`config.mk`:
```
export PLATFORM = sky130hd
export DESIGN_NAME = episode_controller
export DESIGN_NICKNAME = d
export VERILOG_FILES = /design/src/rtl/rl_pkg.sv /design/src/rtl/grid_step.sv /design/src/rtl/episode_controller.sv
export SDC_FILE = /design/constraint.sdc
export NUM_CORES = 1
export LEC_CHECK = 0
export BUFFER_PORTS_ARGS = -buffer_cell sky130_fd_sc_hd__buf_2
export CAP_MARGIN = 40
export CORE_AREA = 4 4 75 112
export CTS_CLUSTER_SIZE = 24
export DETAILED_ROUTE_END_ITERATION = 8
export DIE_AREA = 0 0 79 116
export PLACE_DENSITY = 0.66
export SETUP_SLACK_MARGIN = 0.02
export SYNTH_ARGS = -nofsm -noshare
export SYNTH_HDL_FRONTEND = slang
export SYNTH_SLANG_ARGS = --single-unit
export TNS_END_PERCENT = 50
```
`constraint.sdc`:
```
create_clock -name clk -period 12.8 [get_ports clk]
set_input_delay 1.92 -clock clk [delete_from_list [all_inputs] [get_ports clk]]
set_output_delay 1.92 -clock clk [all_outputs]
set_load 0.01 [all_outputs]
```
`src/rtl/rl_pkg.sv`:
```
// Shared definitions for the grid-world episode controller.
//   - Action encodings presented by the policy on new_action.
//   - Reward constants reported on upd_reward.
//   - Controller FSM state enumeration.
package rl_pkg;

    // Action codes; every other 4-bit code means "stay".
    localparam logic [3:0] ACT_RIGHT = 4'd0;
    localparam logic [3:0] ACT_UP    = 4'd1;
    localparam logic [3:0] ACT_LEFT  = 4'd2;
    localparam logic [3:0] ACT_DOWN  = 4'd3;

    // Rewards (8-bit signed).
    localparam logic signed [7:0] REWARD_GOAL    = 8'sd100;
    localparam logic signed [7:0] REWARD_BLOCKED = -8'sd10;
    localparam logic signed [7:0] REWARD_STEP    = -8'sd1;

    typedef enum logic [1:0] {
        ST_IDLE = 2'd0,
        ST_ACT  = 2'd1,
        ST_UPD  = 2'd2,
        ST_DONE = 2'd3
    } ctrl_state_t;

endpackage

```
`src/rtl/grid_step.sv`:
```
// Combinational grid-world move.
// Given the agent position (1..GRID_W*GRID_W, row-major, 1 at top-left)
// and an action code, produce the resulting position and whether the
// move was blocked (wall hit or a non-move action code).
// Ports:
//   new_action    [3:0] action code (see rl_pkg)
//   current_state [5:0] position before the move
//   next_state    [5:0] position after the move
//   blocked             1 when the position did not change by a legal move
module grid_step
    import rl_pkg::*;
#(
    parameter int GRID_W = 5
) (
    input  logic [3:0] new_action,
    input  logic [5:0] current_state,
    output logic [5:0] next_state,
    output logic       blocked
);

    localparam logic [5:0] GW       = 6'(GRID_W);
    localparam logic [5:0] LAST_ROW = 6'(GRID_W * (GRID_W - 1));

    // Column position: 0 means right-most column, 1 means left-most.
    logic [5:0] col;
    assign col = current_state % GW;

    always_comb begin
        next_state = current_state;
        blocked    = 1'b1;
        case (new_action)
            ACT_RIGHT: begin
                if (col != 6'd0) begin
                    next_state = current_state + 6'd1;
                    blocked    = 1'b0;
                end
            end
            ACT_UP: begin
                if (current_state > GW) begin
                    next_state = current_state - GW;
                    blocked    = 1'b0;
                end
            end
            ACT_LEFT: begin
                if (col != 6'd1) begin
                    next_state = current_state - 6'd1;
                    blocked    = 1'b0;
                end
            end
            ACT_DOWN: begin
                if (current_state <= LAST_ROW) begin
                    next_state = current_state + GW;
                    blocked    = 1'b0;
                end
            end
            default: begin
                next_state = current_state;
                blocked    = 1'b1;
            end
        endcase
    end

endmodule

```
`src/rtl/episode_controller.sv`:
```
// Episode controller for a tabular RL agent on a GRID_W x GRID_W grid.
// Accepts actions from a policy, computes the transition record
// (state, action, next, reward) and hands it to a learner with a
// valid/ready handshake; tracks position, step count and episode count.
// Ports:
//   clk, rst                 clock, synchronous active-high reset
//   start                    begin an episode (IDLE only)
//   abort                    end the episode early (ACT/UPD only)
//   action_valid/new_action  policy action, accepted when action_ready
//   action_ready             high in ACT
//   upd_valid/upd_ready      transition record handshake
//   upd_state/upd_action/upd_next/upd_reward  transition record
//   current_state            agent position
//   step_count               steps completed this episode
//   episode_count            episodes completed (wraps)
//   episode_done             one-cycle pulse at episode end
//   busy                     FSM not in IDLE
module episode_controller
    import rl_pkg::*;
#(
    parameter int GRID_W      = 5,
    parameter int START_STATE = 1,
    parameter int GOAL_STATE  = 25,
    parameter int MAX_STEPS   = 40
) (
    input  logic        clk,
    input  logic        rst,
    input  logic        start,
    input  logic        abort,
    input  logic        action_valid,
    input  logic [3:0]  new_action,
    output logic        action_ready,
    output logic        upd_valid,
    input  logic        upd_ready,
    output logic [5:0]  upd_state,
    output logic [3:0]  upd_action,
    output logic [5:0]  upd_next,
    output logic [7:0]  upd_reward,
    output logic [5:0]  current_state,
    output logic [5:0]  step_count,
    output logic [15:0] episode_count,
    output logic        episode_done,
    output logic        busy
);

    localparam logic [5:0] START_C = 6'(START_STATE);
    localparam logic [5:0] GOAL_C  = 6'(GOAL_STATE);
    localparam logic [5:0] MAX_C   = 6'(MAX_STEPS);

    ctrl_state_t state_q, state_d;

    logic [5:0]        step_next;
    logic              blocked;
    logic [5:0]        step_inc;
    logic signed [7:0] reward_d;
    logic              act_hs;
    logic              upd_hs;

    grid_step #(
        .GRID_W (GRID_W)
    ) u_grid_step (
        .new_action    (new_action),
        .current_state (current_state),
        .next_state    (step_next),
        .blocked       (blocked)
    );

    assign step_inc = step_count + 6'd1;

    // Abort wins over either handshake in the same cycle.
    assign act_hs = (state_q == ST_ACT) && action_valid && !abort;
    assign upd_hs = (state_q == ST_UPD) && upd_ready && !abort;

    // Goal reward takes precedence over the blocked penalty.
    always_comb begin
        if (step_next == GOAL_C)
            reward_d = REWARD_GOAL;
        else if (blocked)
            reward_d = REWARD_BLOCKED;
        else
            reward_d = REWARD_STEP;
    end

    always_ff @(posedge clk) begin
        if (rst)
            state_q <= ST_IDLE;
        else
            state_q <= state_d;
    end

    always_comb begin
        state_d = state_q;
        case (state_q)
            ST_IDLE: begin
                if (start)
                    state_d = ST_ACT;
            end
            ST_ACT: begin
                if (abort)
                    state_d = ST_IDLE;
                else if (action_valid)
                    state_d = ST_UPD;
            end
            ST_UPD: begin
                if (abort)
                    state_d = ST_IDLE;
                else if (upd_ready) begin
                    if (upd_next == GOAL_C || step_inc == MAX_C)
                        state_d = ST_DONE;
                    else
                        state_d = ST_ACT;
                end
            end
            ST_DONE: begin
                state_d = ST_IDLE;
            end
            default: begin
                state_d = ST_IDLE;
            end
        endcase
    end

    always_ff @(posedge clk) begin
        if (rst) begin
            current_state <= START_C;
            step_count    <= 6'd0;
            episode_count <= 16'd0;
            upd_state     <= 6'd0;
            upd_action    <= 4'd0;
            upd_next      <= 6'd0;
            upd_reward    <= 8'd0;
        end else begin
            if (state_q == ST_IDLE && start) begin
                current_state <= START_C;
                step_count    <= 6'd0;
            end
            if (act_hs) begin
                upd_state  <= current_state;
                upd_action <= new_action;
                upd_next   <= step_next;
                upd_reward <= reward_d;
            end
            if (upd_hs) begin
                current_state <= upd_next;
                step_count    <= step_inc;
            end
            if (state_q == ST_DONE)
                episode_count <= episode_count + 16'd1;
        end
    end

    // Status outputs decode straight from the state register; DONE lasts
    // exactly one cycle so episode_done is a single pulse.
    assign action_ready = (state_q == ST_ACT);
    assign upd_valid    = (state_q == ST_UPD);
    assign episode_done = (state_q == ST_DONE);
    assign busy         = (state_q != ST_IDLE);

endmodule
```
Yosys cells after proc, flatten, opt, wreduce, memory -nomap -nowiden. Index checks and enable logic that the tools add are counted.

Bits in latches: 0. RAM bits: 0. Bits in read-only memories: 0. Output and inout port bits: 56. Memories kept: 0. Input bits: 10. Logic and storage cells: 66. Register bits after elaboration: 54.

Div/mod/pow operators: 1. Multiplexer cells: 23. Magnitude comparators: 2. Multiply operators: 0. Shift operators: 0. Add/sub/neg operators: 6. Reductions and logical operators: 13. Eq/ne operators: 13. Bitwise operators: 0.

Operators with widths (count): $mux W6 (8); $pmux W6 S4 (1); $add A16 B1 Y16 const B (1); $add A6 B1 Y6 const B (2); $eq A6 B5 Y1 const B (2); $mux W2 (6); $eq A4 B2 Y1 const B (2); $mux W8 (1); $pmux W2 S4 (1); $add A6 B3 Y6 const B (1); $eq A6 B6 Y1 const B (1); $gt A6 B3 Y1 const B (1); $le A6 B5 Y1 const B (1); $mod A6 B3 Y6 const B (1); $ne A6 B1 Y1 const B (1); $reduce_bool A6 Y1 (1); $sub A6 B1 Y6 const B (1); $sub A6 B3 Y6 const B (1); $logic_and A1 B1 Y1 (5); $eq A2 B2 Y1 const B (2); $eq A4 B1 Y1 const B (1); $logic_not A4 Y1 (1); $mux W1 (4); $mux W4 (1); 10 further kinds (11).

Logic depth before layout (Yosys ltp). Gate-level depths: netlist (run 1).

Depth after elaboration: 7. Mapped depth: 20. Gate-level depth less buffers: 17.

Hierarchy. A second synthesis (run 1) with hierarchy kept.

Cell total of the unflattened synthesis: 438. Area total of the unflattened synthesis: 3350.7 µm².

Modules (own cells, without submodules): episode_controller (seq. area each 980.9 µm², area an instance 2125.8 µm², cells an instance 252, times used 1); grid_step (seq. area each 0.0 µm², area an instance 1224.9 µm², cells an instance 186, times used 1).

Least setup slack after synthesis (run 1). No wires, ideal clock.

Path type: flip-flop to flip-flop. Start point: register current_state[4]. End point: register upd_reward[3]. Data arrival time: 4513 ps. Setup time: 131 ps. Setup slack: 8156 ps. Path buffers: 3. Data required time: 12669 ps. Clock period less this slack: 4644 ps. Cell stages (with the launch flop): 21. Cell sequence: dfxtp_1 > clkbuf_1 > inv_1 > ha_1 > and2_0 > clkbuf_1 > a211o_1 > a211oi_2 > nor2_1 > ha_1 > inv_1 > a21oi_1 > or4_1 > buf_2 > a221o_1 > o311ai_2 > nand2_1 > a22o_1 > a221o_1 > o41ai_2 > nand3_1.

Cells in the longest elaborated chain, start to end: 6. Elaborated cells on any way between the ends: 22. Those cells by class: 4 x add/sub; 1 x div; 2 x order compare; 2 x eq/ne; 12 x mux; 1 x reduce/logical.

RTL lines: from (decl) (RTL line episode_controller.sv:39) `output logic [5:0] current_state,`; from (signal assigned) (RTL line episode_controller.sv:144) `current_state <= upd_next;`; $mod A6 B3 Y6 (RTL line grid_step.sv:26) `assign col = current_state % GW;`; $ne A6 B1 Y1 / $reduce_bool A6 Y1 (equally long branches) (RTL line grid_step.sv:45, grid_step.sv:33); $mux W6 (tied with other cells) (RTL line grid_step.sv:45) `if (col != 6'd1) begin`; $pmux W6 S4 / $pmux W1 S4 (equally long branches) (RTL line grid_step.sv:31) `case (new_action)`; $eq A6 B5 Y1 / $mux W4 (equally long branches) (RTL line episode_controller.sv:76, episode_controller.sv:78); $mux W8 (*) (RTL line episode_controller.sv:76) `if (step_next == GOAL_C)`; to (signal assigned) (RTL line episode_controller.sv:141) `upd_reward <= reward_d;`; to (decl) (RTL line episode_controller.sv:38) `output logic [7:0] upd_reward,`.

Mark *: on every way between the ends. The rest lies on a longest branch, timed or not. A chain may end at the register's enable or synchronous reset.

Final worst setup path (run 1).
Start point: register current_state[3]. End point: register upd_reward[3].

Same word-level chain as after synthesis.

==> reports/summary.json, run 1 <==
{
  "yosys": {
    "synth_most_common_cell": "nor2_1",
    "synth_seq_cells": 49,
    "postSynth.topFlopCell": "dfxtp_1",
    "synth_common_cells": "62 x nor2_1, 49 x dfxtp_1, 48 x nand2_1, 32 x a21oi_1, 24 x clkbuf_1",
    "syn-mean-instance-area_um2": 7.448,
    "synth_top_area_share": 0.2987,
    "synthesis.area_um2": 3284,
    "netlist_top_cells_area": "dfxtp_1 30%, nor2_1 7.1%, nand2_1 5.5%, ha_1 5.0%, a21oi_1 4.9%",
    "ys.warnings.count": 0,
    "async_reset_ff_frac": 0,
    "synth.lib_cells_used.distinct": 64,
    "yosysTopAreaCell": "dfxtp_1",
    "share_of_synthesized_area_occupied_by_flip_flops_and_latches": 0.2987,
    "synth_enable_flop_cells": 0,
    "synthCells": 441,
    "syn-num-nets": 464
  },
  "floorplanning": {
    "i_o_pin_count": 66,
    "die_area_um2": 9164,
    "fp.dieH_um": 116,
    "initial_core_util": 0.4371,
    "placement_rows": 39,
    "core-area_um2": 7515,
    "width_of_the_chip_um": 79
  },
  "power": {
    "max-vdd-ir-drop_mv": 0.1061,
    "power_density_nw_per_um2": 92.22,
    "leakagePower_nw": 1.551
  },
  "critical_path": {
    "crit_slowest_cell": "dfxtp_1",
    "worst_setup_path_start_kind": "register",
    "critical-path-top-delay-family": "compound AO/OA/AOI/OAI gates",
    "required_ns": 12.97,
    "timing.setup.critical_path_class": "reg -> reg",
    "crit_buf_inv": 2,
    "cp_cell_sequence": "inv_2, ha_1, and2_0, a211o_1, a211oi_2, nor2_1, ha_1, a31oi_1, a21oi_1, o32ai_2, nand3_1, nor4b_1, a2111oi_2, inv_1, o41ai_2, nand3_1",
    "delay_of_the_slowest_cell_on_the_worst_path_ns": 0.78,
    "timing.critical_path.to_type": "register",
    "crit_path_max_fanout": 21,
    "crit_arrival_ns": 5.42
  },
  "sta": {
    "setup_violations": 0,
    "worst_slew_pin_slew_ns": 0.8027,
    "hold_viol": 0,
    "tns_ns": 0,
    "timing.final.crit_share": 0.4098,
    "timing.fmax_ghz": 0.1906,
    "report.final.slew_viol_count": 0,
    "grt_setup_unrepaired": "false",
    "final.hold.worst_slack_ns": 0.4528,
    "clock_skew_ns": 0.004508,
    "finalCriticalPeriod_ns": 5.246,
    "slew_headroom": 0.4608
  },
  "placed_design": {
    "dp_hpwl_um": 7223,
    "place.gp.congestion": 0.9172,
    "io_buffers": 65
  },
  "clocking": {
    "cts-resized-gates": 0,
    "clock-sinks": 49,
    "cts_buffers": 5,
    "cts_post_setup_buffers_inserted": 0,
    "insertion_delay_ns": 0.29,
    "worst_setup_hold_path_clk_slew_ns": 0.07,
    "clk_path_buf_depth": 2,
    "ctsHoldBuffers": 0,
    "cts_tree": "built",
    "clockRootBuffer": "clkbuf_16",
    "cts-htree-levels": 2
  },
  "cells_and_area": {
    "syn_to_final_growth_pct": 17.03,
    "drive_gt1_frac": 0.1992,
    "finalNetCount": 509,
    "antenna-diode-count": 0
  },
  "route": {
    "via_count": 3377,
    "number_of_detailed_route_iterations_in_the_first_pass": 5,
    "finalWirelength_um": 9563,
    "avgViaCountPerCell": 5.733,
    "wl_per_cell_um": 16.24,
    "route.antenna.remaining_nets": 0,
    "initial_drc_count": 193,
    "drcViolationCount": 0
  },
  "outcome": {
    "run_status": "finished, final reports clean"
  },
  "global_routing": {
    "gr-total-overflow": 0,
    "largest_net_degree_at_the_start_of_global_routing": 33,
    "via_count_of_the_first_global_routing_pass": 3189,
    "grt_use_total": 0.2147,
    "grt_antenna_before_repair": 0,
    "first_pass_grt_wire_length_um": 15640
  },
  "hold_path": {
    "hp-class": "reg -> reg"
  },
  "run": {
    "drv_cap": 0
  }
}
[registers in the layout, indices dropped and copies added (netlist names)]
name / cells
current_state: 6
episode_count: 16
state_q: 2
step_count: 6
upd_action: 4
upd_next: 6
upd_reward: 3
upd_state: 6
[final timing paths]
check | from | to | slack [ns] | cells past startpoint
setup / recovery | current_state[3]$_SDFFE_PP0P_ | upd_reward[3]$_SDFFE_PP0P_ | 7.55 | 16
hold reg to reg | upd_state[2]$_SDFFE_PP0P_ | upd_state[2]$_SDFFE_PP0P_ | 0.45 | 2
setup reg to reg | current_state[3]$_SDFFE_PP0P_ | upd_reward[3]$_SDFFE_PP0P_ | 7.55 | 16
hold / removal | upd_state[2]$_SDFFE_PP0P_ | upd_state[2]$_SDFFE_PP0P_ | 0.45 | 2
[kinds of logic after synthesis]
family,Yosys count,synth area share
and+or+nand+nor,194,0.2800
AOI/OAI and AO/OA,119,0.2583
DFF,49,0.2987
buffers and inverters,48,0.06362
xor gates and xnor gates,17,0.04533
adders and majority gates,13,0.04953
muxes,1,0.004570
[through the flow]
stage	cell area, µm²	cells	util	setup slack [ns]	total power, mW
final	3844	589	0.5115	7.554	0.3545
after global routing	3844	589	0.5115	7.127	0.3678
after floorplan	3284	441	-	8.156	0.1774
after global placement	3615	579	0.4810	7.837	0.1857
after detailed placement	3650	581	0.4857	7.626	0.1872
after CTS	3844	589	0.5115	7.623	0.3577
[worst min-delay path, stage by stage (launching register included)]
cell	delay, ns
dfxtp_1	0.31
nand2_1	0.05
a21oi_1	0.05
[metal layers]
layer,up-vias,wire length (µm),global-route usage
met5,-,0,0
met4,0,361,0.1124
met3,27,496,0.03810
met2,124,5053,0.3920
met1,1569,3651,0.2336
li1,1657,-,-
[cell usage in the layout (no fill, tap or decap), types with 2 or more instances in the layout]
cell	Yosys	final
nor3_1	14	14
and3_1	4	4
bufinv_16	0	2
nand2_1	48	48
xnor2_1	7	7
xor2_1	10	10
o21ai_0	19	19
a21oi_1	32	32
a311oi_1	3	3
o211ai_1	3	3
nor2_1	62	62
nor3b_1	2	2
nand2b_1	7	7
a22oi_1	8	8
or3_1	5	5
ha_1	13	13
nand4_1	6	6
clkbuf_16	0	5
o21ai_1	2	2
buf_4	7	5
nor2b_1	3	3
o22ai_1	3	3
a2bb2oi_1	3	3
inv_1	12	12
buf_2	2	65
nand3b_1	6	6
dfxtp_1	49	49
inv_2	2	2
a221o_1	2	2
or2_2	5	5
a211o_1	3	3
and2_1	4	4
a22o_1	2	2
nor4_1	3	3
a211oi_2	2	2
nand3_1	19	19
a211oi_1	11	11
a31oi_1	7	7
[final cells by class]
cell class | instances | area [µm²]
Clock buffer | 5 | 125.1
Clock inverter | 3 | 68.82
Fill cell | 784 | 3671
Inverter | 15 | 56.30
Multi-Input combinational cell | 344 | 2095
Sequential cell | 49 | 980.9
Tap cell | 102 | 127.6
Timing Repair Buffer | 71 | 390.4
[report_power, final]
part / switching (mW) / internal [mW] / leakage [nW]
Sequential: 0.00223 / 0.155 / 0.396
Combinational: 0.0174 / 0.00981 / 1.06
Clock: 0.0579 / 0.113 / 0.0944
Total: 0.0776 / 0.277 / 1.55
No activity file was read; power rests on OpenSTA's default activity.
==> run 2, diff against run 1 <==
==> constraint.sdc (replaced) <==
create_clock -name clk -period 5.3 [get_ports clk]
set_input_delay 0.795 -clock clk [delete_from_list [all_inputs] [get_ports clk]]
set_output_delay 0.795 -clock clk [all_outputs]
set_load 0.01 [all_outputs]
==> run 2 against run 1 <==
  * Total power is 130% higher
  * Cell count is 0.51% higher
  * Register-to-register slack worse by 7.1 ns
  * Worst hold slack better by 0.0042 ns
  * Largest cell class unchanged
  * Worst setup slack worse by 7.1 ns
  * Critical path depth stayed put
  * Non-clock buffer count is 3 higher
==> reports/summary.json, run 2 (synthesis results as in run 1) <==
{
  "outcome": {
    "run_status": {"value": "finished, final reports clean", "change": "unchanged"}
  },
  "sta": {
    "grt_setup_unrepaired": {"value": "false", "change": "unchanged"},
    "setup_violations": {"value": 0, "change": "unchanged"},
    "slew_headroom": {"value": 0.4012, "change": "was 0.4608"},
    "timing.fmax": {"value": 0.2072, "unit": "GHz", "change": "was 0.1906 GHz"},
    "tns": {"value": 0, "unit": "ns", "change": "unchanged"},
    "finalCriticalPeriod": {"value": 4.825, "unit": "ns", "change": "was 5.246 ns"},
    "worst_slew_pin_slew": {"value": 0.8983, "unit": "ns", "change": "was 0.8027 ns"},
    "timing.final.crit_share": {"value": 0.9105, "change": "was 0.4098"},
    "timing.final.ws_setup": {"value": 0.4746, "unit": "ns", "change": "was 7.554 ns"},
    "hold_viol": {"value": 0, "change": "unchanged"},
    "clock_skew": {"value": 0.004258, "unit": "ns", "change": "was 0.004508 ns"},
    "report.final.slew_viol_count": {"value": 0, "change": "unchanged"}
  },
  "cells_and_area": {
    "biggest_register": {"value": "episode_count", "change": "unchanged"},
    "most_frequent_standard_cell_in_the_layout_excluding_fill_and_tap_cells": {"value": "buf_2", "change": "unchanged"},
    "largest_register_ffs": {"value": 16, "change": "unchanged"},
    "final_cells": {"value": 592, "change": "was 589"},
    "drive_gt1_frac": {"value": 0.2041, "change": "was 0.1992"},
    "highest_count_cells_in_the_layout_ignoring_fill_and_taps": {"value": "65 x buf_2, 62 x nor2_1, 49 x dfxtp_1, 48 x nand2_1, 32 x a21oi_1", "change": "unchanged"},
    "finalNetCount": {"value": 512, "change": "was 509"},
    "antenna-diode-count": {"value": 0, "change": "unchanged"},
    "n_fill_cell": {"value": 781, "change": "was 784"},
    "syn_to_final_growth": {"value": 16.57, "unit": "%", "change": "was 17.03%"}
  },
  "route": {
    "number_of_detailed_route_iterations_in_the_first_pass": {"value": 5, "change": "unchanged"},
    "wl_per_cell": {"value": 16.33, "unit": "µm", "change": "was 16.24 µm"},
    "avgViaCountPerCell": {"value": 5.733, "change": "about the same"},
    "route.antenna.remaining_nets": {"value": 0, "change": "unchanged"},
    "drcViolationCount": {"value": 0, "change": "unchanged"},
    "initial_drc_count": {"value": 319, "change": "was 193"},
    "via_count": {"value": 3394, "change": "was 3377"},
    "finalWirelength": {"value": 9669, "unit": "µm", "change": "was 9563 µm"}
  },
  "floorplanning": {
    "placement_rows": {"value": 39, "change": "unchanged"},
    "width_of_the_chip": {"value": 79, "unit": "µm", "change": "unchanged"},
    "initial_core_util": {"value": 0.4371, "change": "unchanged"},
    "fp.dieH": {"value": 116, "unit": "µm", "change": "unchanged"},
    "die_area": {"value": 9164, "unit": "µm²", "change": "unchanged"},
    "core-area": {"value": 7515, "unit": "µm²", "change": "unchanged"},
    "i_o_pin_count": {"value": 66, "change": "unchanged"}
  },
  "critical_path": {
    "crit_arrival": {"value": 4.96, "unit": "ns", "change": "was 5.42 ns"},
    "timing.critical_path.to_type": {"value": "register", "change": "unchanged"},
    "reg_to_reg_critical_path_startpoint": {"value": "current_state[0]$_SDFFE_PP1P_", "change": "was current_state[3]$_SDFFE_PP0P_"},
    "crit_path_max_fanout": {"value": 11, "change": "was 21"},
    "timing.setup.critical_path_class": {"value": "reg -> reg", "change": "unchanged"},
    "crit_start": {"value": "current_state[0]$_SDFFE_PP1P_", "change": "was current_state[3]$_SDFFE_PP0P_"},
    "worst_setup_path_start_kind": {"value": "register", "change": "unchanged"},
    "required": {"value": 5.43, "unit": "ns", "change": "was 12.97 ns"}
  },
  "power": {
    "p_seq_frac": {"value": 0.463, "change": "was 0.442"},
    "max-vdd-ir-drop": {"value": 0.2093, "unit": "mV", "change": "was 0.1061 mV"},
    "share_clk_of_total_power": {"value": 0.460, "change": "was 0.481"},
    "combinationalPowerShare": {"value": 0.077, "change": "about the same"},
    "power.net_switching": {"value": 187.3, "unit": "µW", "change": "was 77.57 µW"},
    "switching_share": {"value": 0.2290, "change": "was 0.2188"},
    "leakagePower": {"value": 1.549, "unit": "nW", "change": "was 1.551 nW"},
    "cellInternalPower": {"value": 630.4, "unit": "µW", "change": "was 276.9 µW"},
    "total_power": {"value": 817.6, "unit": "µW", "change": "was 354.5 µW"},
    "power_density": {"value": 213.5, "unit": "nW/µm²", "change": "was 92.22 nW/µm²"}
  },
  "placed_design": {
    "preCtsSetupSlack": {"value": 0.5390, "unit": "ns", "change": "was 7.626 ns"},
    "io_buffers": {"value": 65, "change": "unchanged"},
    "place.gp.congestion": {"value": 0.9778, "change": "was 0.9172"},
    "dp_hpwl": {"value": 7204, "unit": "µm", "change": "was 7223 µm"},
    "post-place-cells": {"value": 584, "change": "was 581"}
  },
  "clocking": {
    "clockRootBuffer": {"value": "clkbuf_16", "change": "unchanged"},
    "cts-htree-levels": {"value": 2, "change": "unchanged"},
    "ctsHoldBuffers": {"value": 0, "change": "unchanged"},
    "clk_path_buf_depth": {"value": 2, "change": "unchanged"},
    "cts_post_setup_buffers_inserted": {"value": 0, "change": "unchanged"},
    "insertion_delay": {"value": 0.29, "unit": "ns", "change": "about the same"},
    "clock-sinks": {"value": 49, "change": "unchanged"},
    "cts_buffers": {"value": 5, "change": "unchanged"},
    "worst_setup_hold_path_clk_slew": {"value": 0.07, "unit": "ns", "change": "about the same"},
    "cts-resized-gates": {"value": 0, "change": "unchanged"},
    "cts_tree": {"value": "built", "change": "unchanged"}
  },
  "global_routing": {
    "gr-total-overflow": {"value": 0, "change": "unchanged"},
    "largest_net_degree_at_the_start_of_global_routing": {"value": 51, "change": "was 33"},
    "via_count_of_the_first_global_routing_pass": {"value": 3185, "change": "was 3189"},
    "first_pass_grt_wire_length": {"value": 15430, "unit": "µm", "change": "was 15640 µm"},
    "grt_antenna_before_repair": {"value": 0, "change": "unchanged"},
    "grt_use_total": {"value": 0.2091, "change": "was 0.2147"}
  },
  "run": {
    "drv_cap": {"value": 0, "change": "unchanged"}
  },
  "hold_path": {
    "hp-class": {"value": "reg -> reg", "change": "unchanged"},
    "worst_hold_startpoint": {"value": "upd_action[1]$_SDFFE_PP0P_", "change": "was upd_state[2]$_SDFFE_PP0P_"}
  }
}
==> run 2: per-layer routing <==
layer,GRT usage,part of all wire,up-vias
li1,-,-,1658
met1,0.2271,0.38,1583
met2,0.3763,0.51,117
met3,0.03188,0.048,36
met4,0.1296,0.055,0
met5,0,0,-
==> run 2: power groups by stage <==
stage | registers, mW | clock network (mW) | logic, mW
2_1_floorplan | 0.388 | 0 | 0.0409
3_3_place_gp | 0.387 | 0 | 0.0616
3_5_place_dp | 0.387 | 0 | 0.0626
4_1_cts | 0.378 | 0.386 | 0.0629
5_1_grt | 0.379 | 0.401 | 0.0691
6_report | 0.378 | 0.376 | 0.0629
==> run 2: area by class of cell <==
cell class / count / area (µm²) / share of cell area
Clock inverter: 2 / 37.54 / 0.009804
Multi-Input combinational cell: 344 / 2095 / 0.5471
Tap cell: 102 / 127.6 / 0.03333
Sequential cell: 49 / 980.9 / 0.2562
Inverter: 15 / 56.30 / 0.01471
Clock buffer: 6 / 138.9 / 0.03627
Timing Repair Buffer: 74 / 392.9 / 0.1026
==> run 2: worst max-delay path, stage by stage, from the launching register on <==
cell	delay [ns]
dfxtp_1	0.41
inv_1	0.27
ha_1	0.29
nand3b_1	0.14
a211o_1	0.36
a211oi_2	0.41
nor2_1	0.17
ha_1	0.27
a31oi_1	0.22
a21oi_1	0.11
o32ai_2	0.46
nand3_1	0.40
nor4b_1	0.28
a2111oi_2	0.34
inv_1	0.13
nor4_1	0.31
a211oi_1	0.12
==> run 2: stage by stage <==
stage                     instance area, µm²  utilization  hold slack, ns
after CTS                               3829       0.5095          0.4599
after detailed placement                3652       0.4860          0.4503
final                                   3829       0.5095          0.4570
after global routing                    3829       0.5095          0.4719
after floorplan                         3284            -          0.4805
after global placement                  3645       0.4850          0.4416
==> run 2: final timing paths <==
kind | end | slack, ns | cells after the start
max | upd_reward[4]$_SDFFE_PP0P_ | 0.47 | 16
min | upd_action[1]$_SDFFE_PP0P_ | 0.46 | 2
max reg2reg | upd_reward[4]$_SDFFE_PP0P_ | 0.47 | 16
min reg2reg | upd_action[1]$_SDFFE_PP0P_ | 0.46 | 2
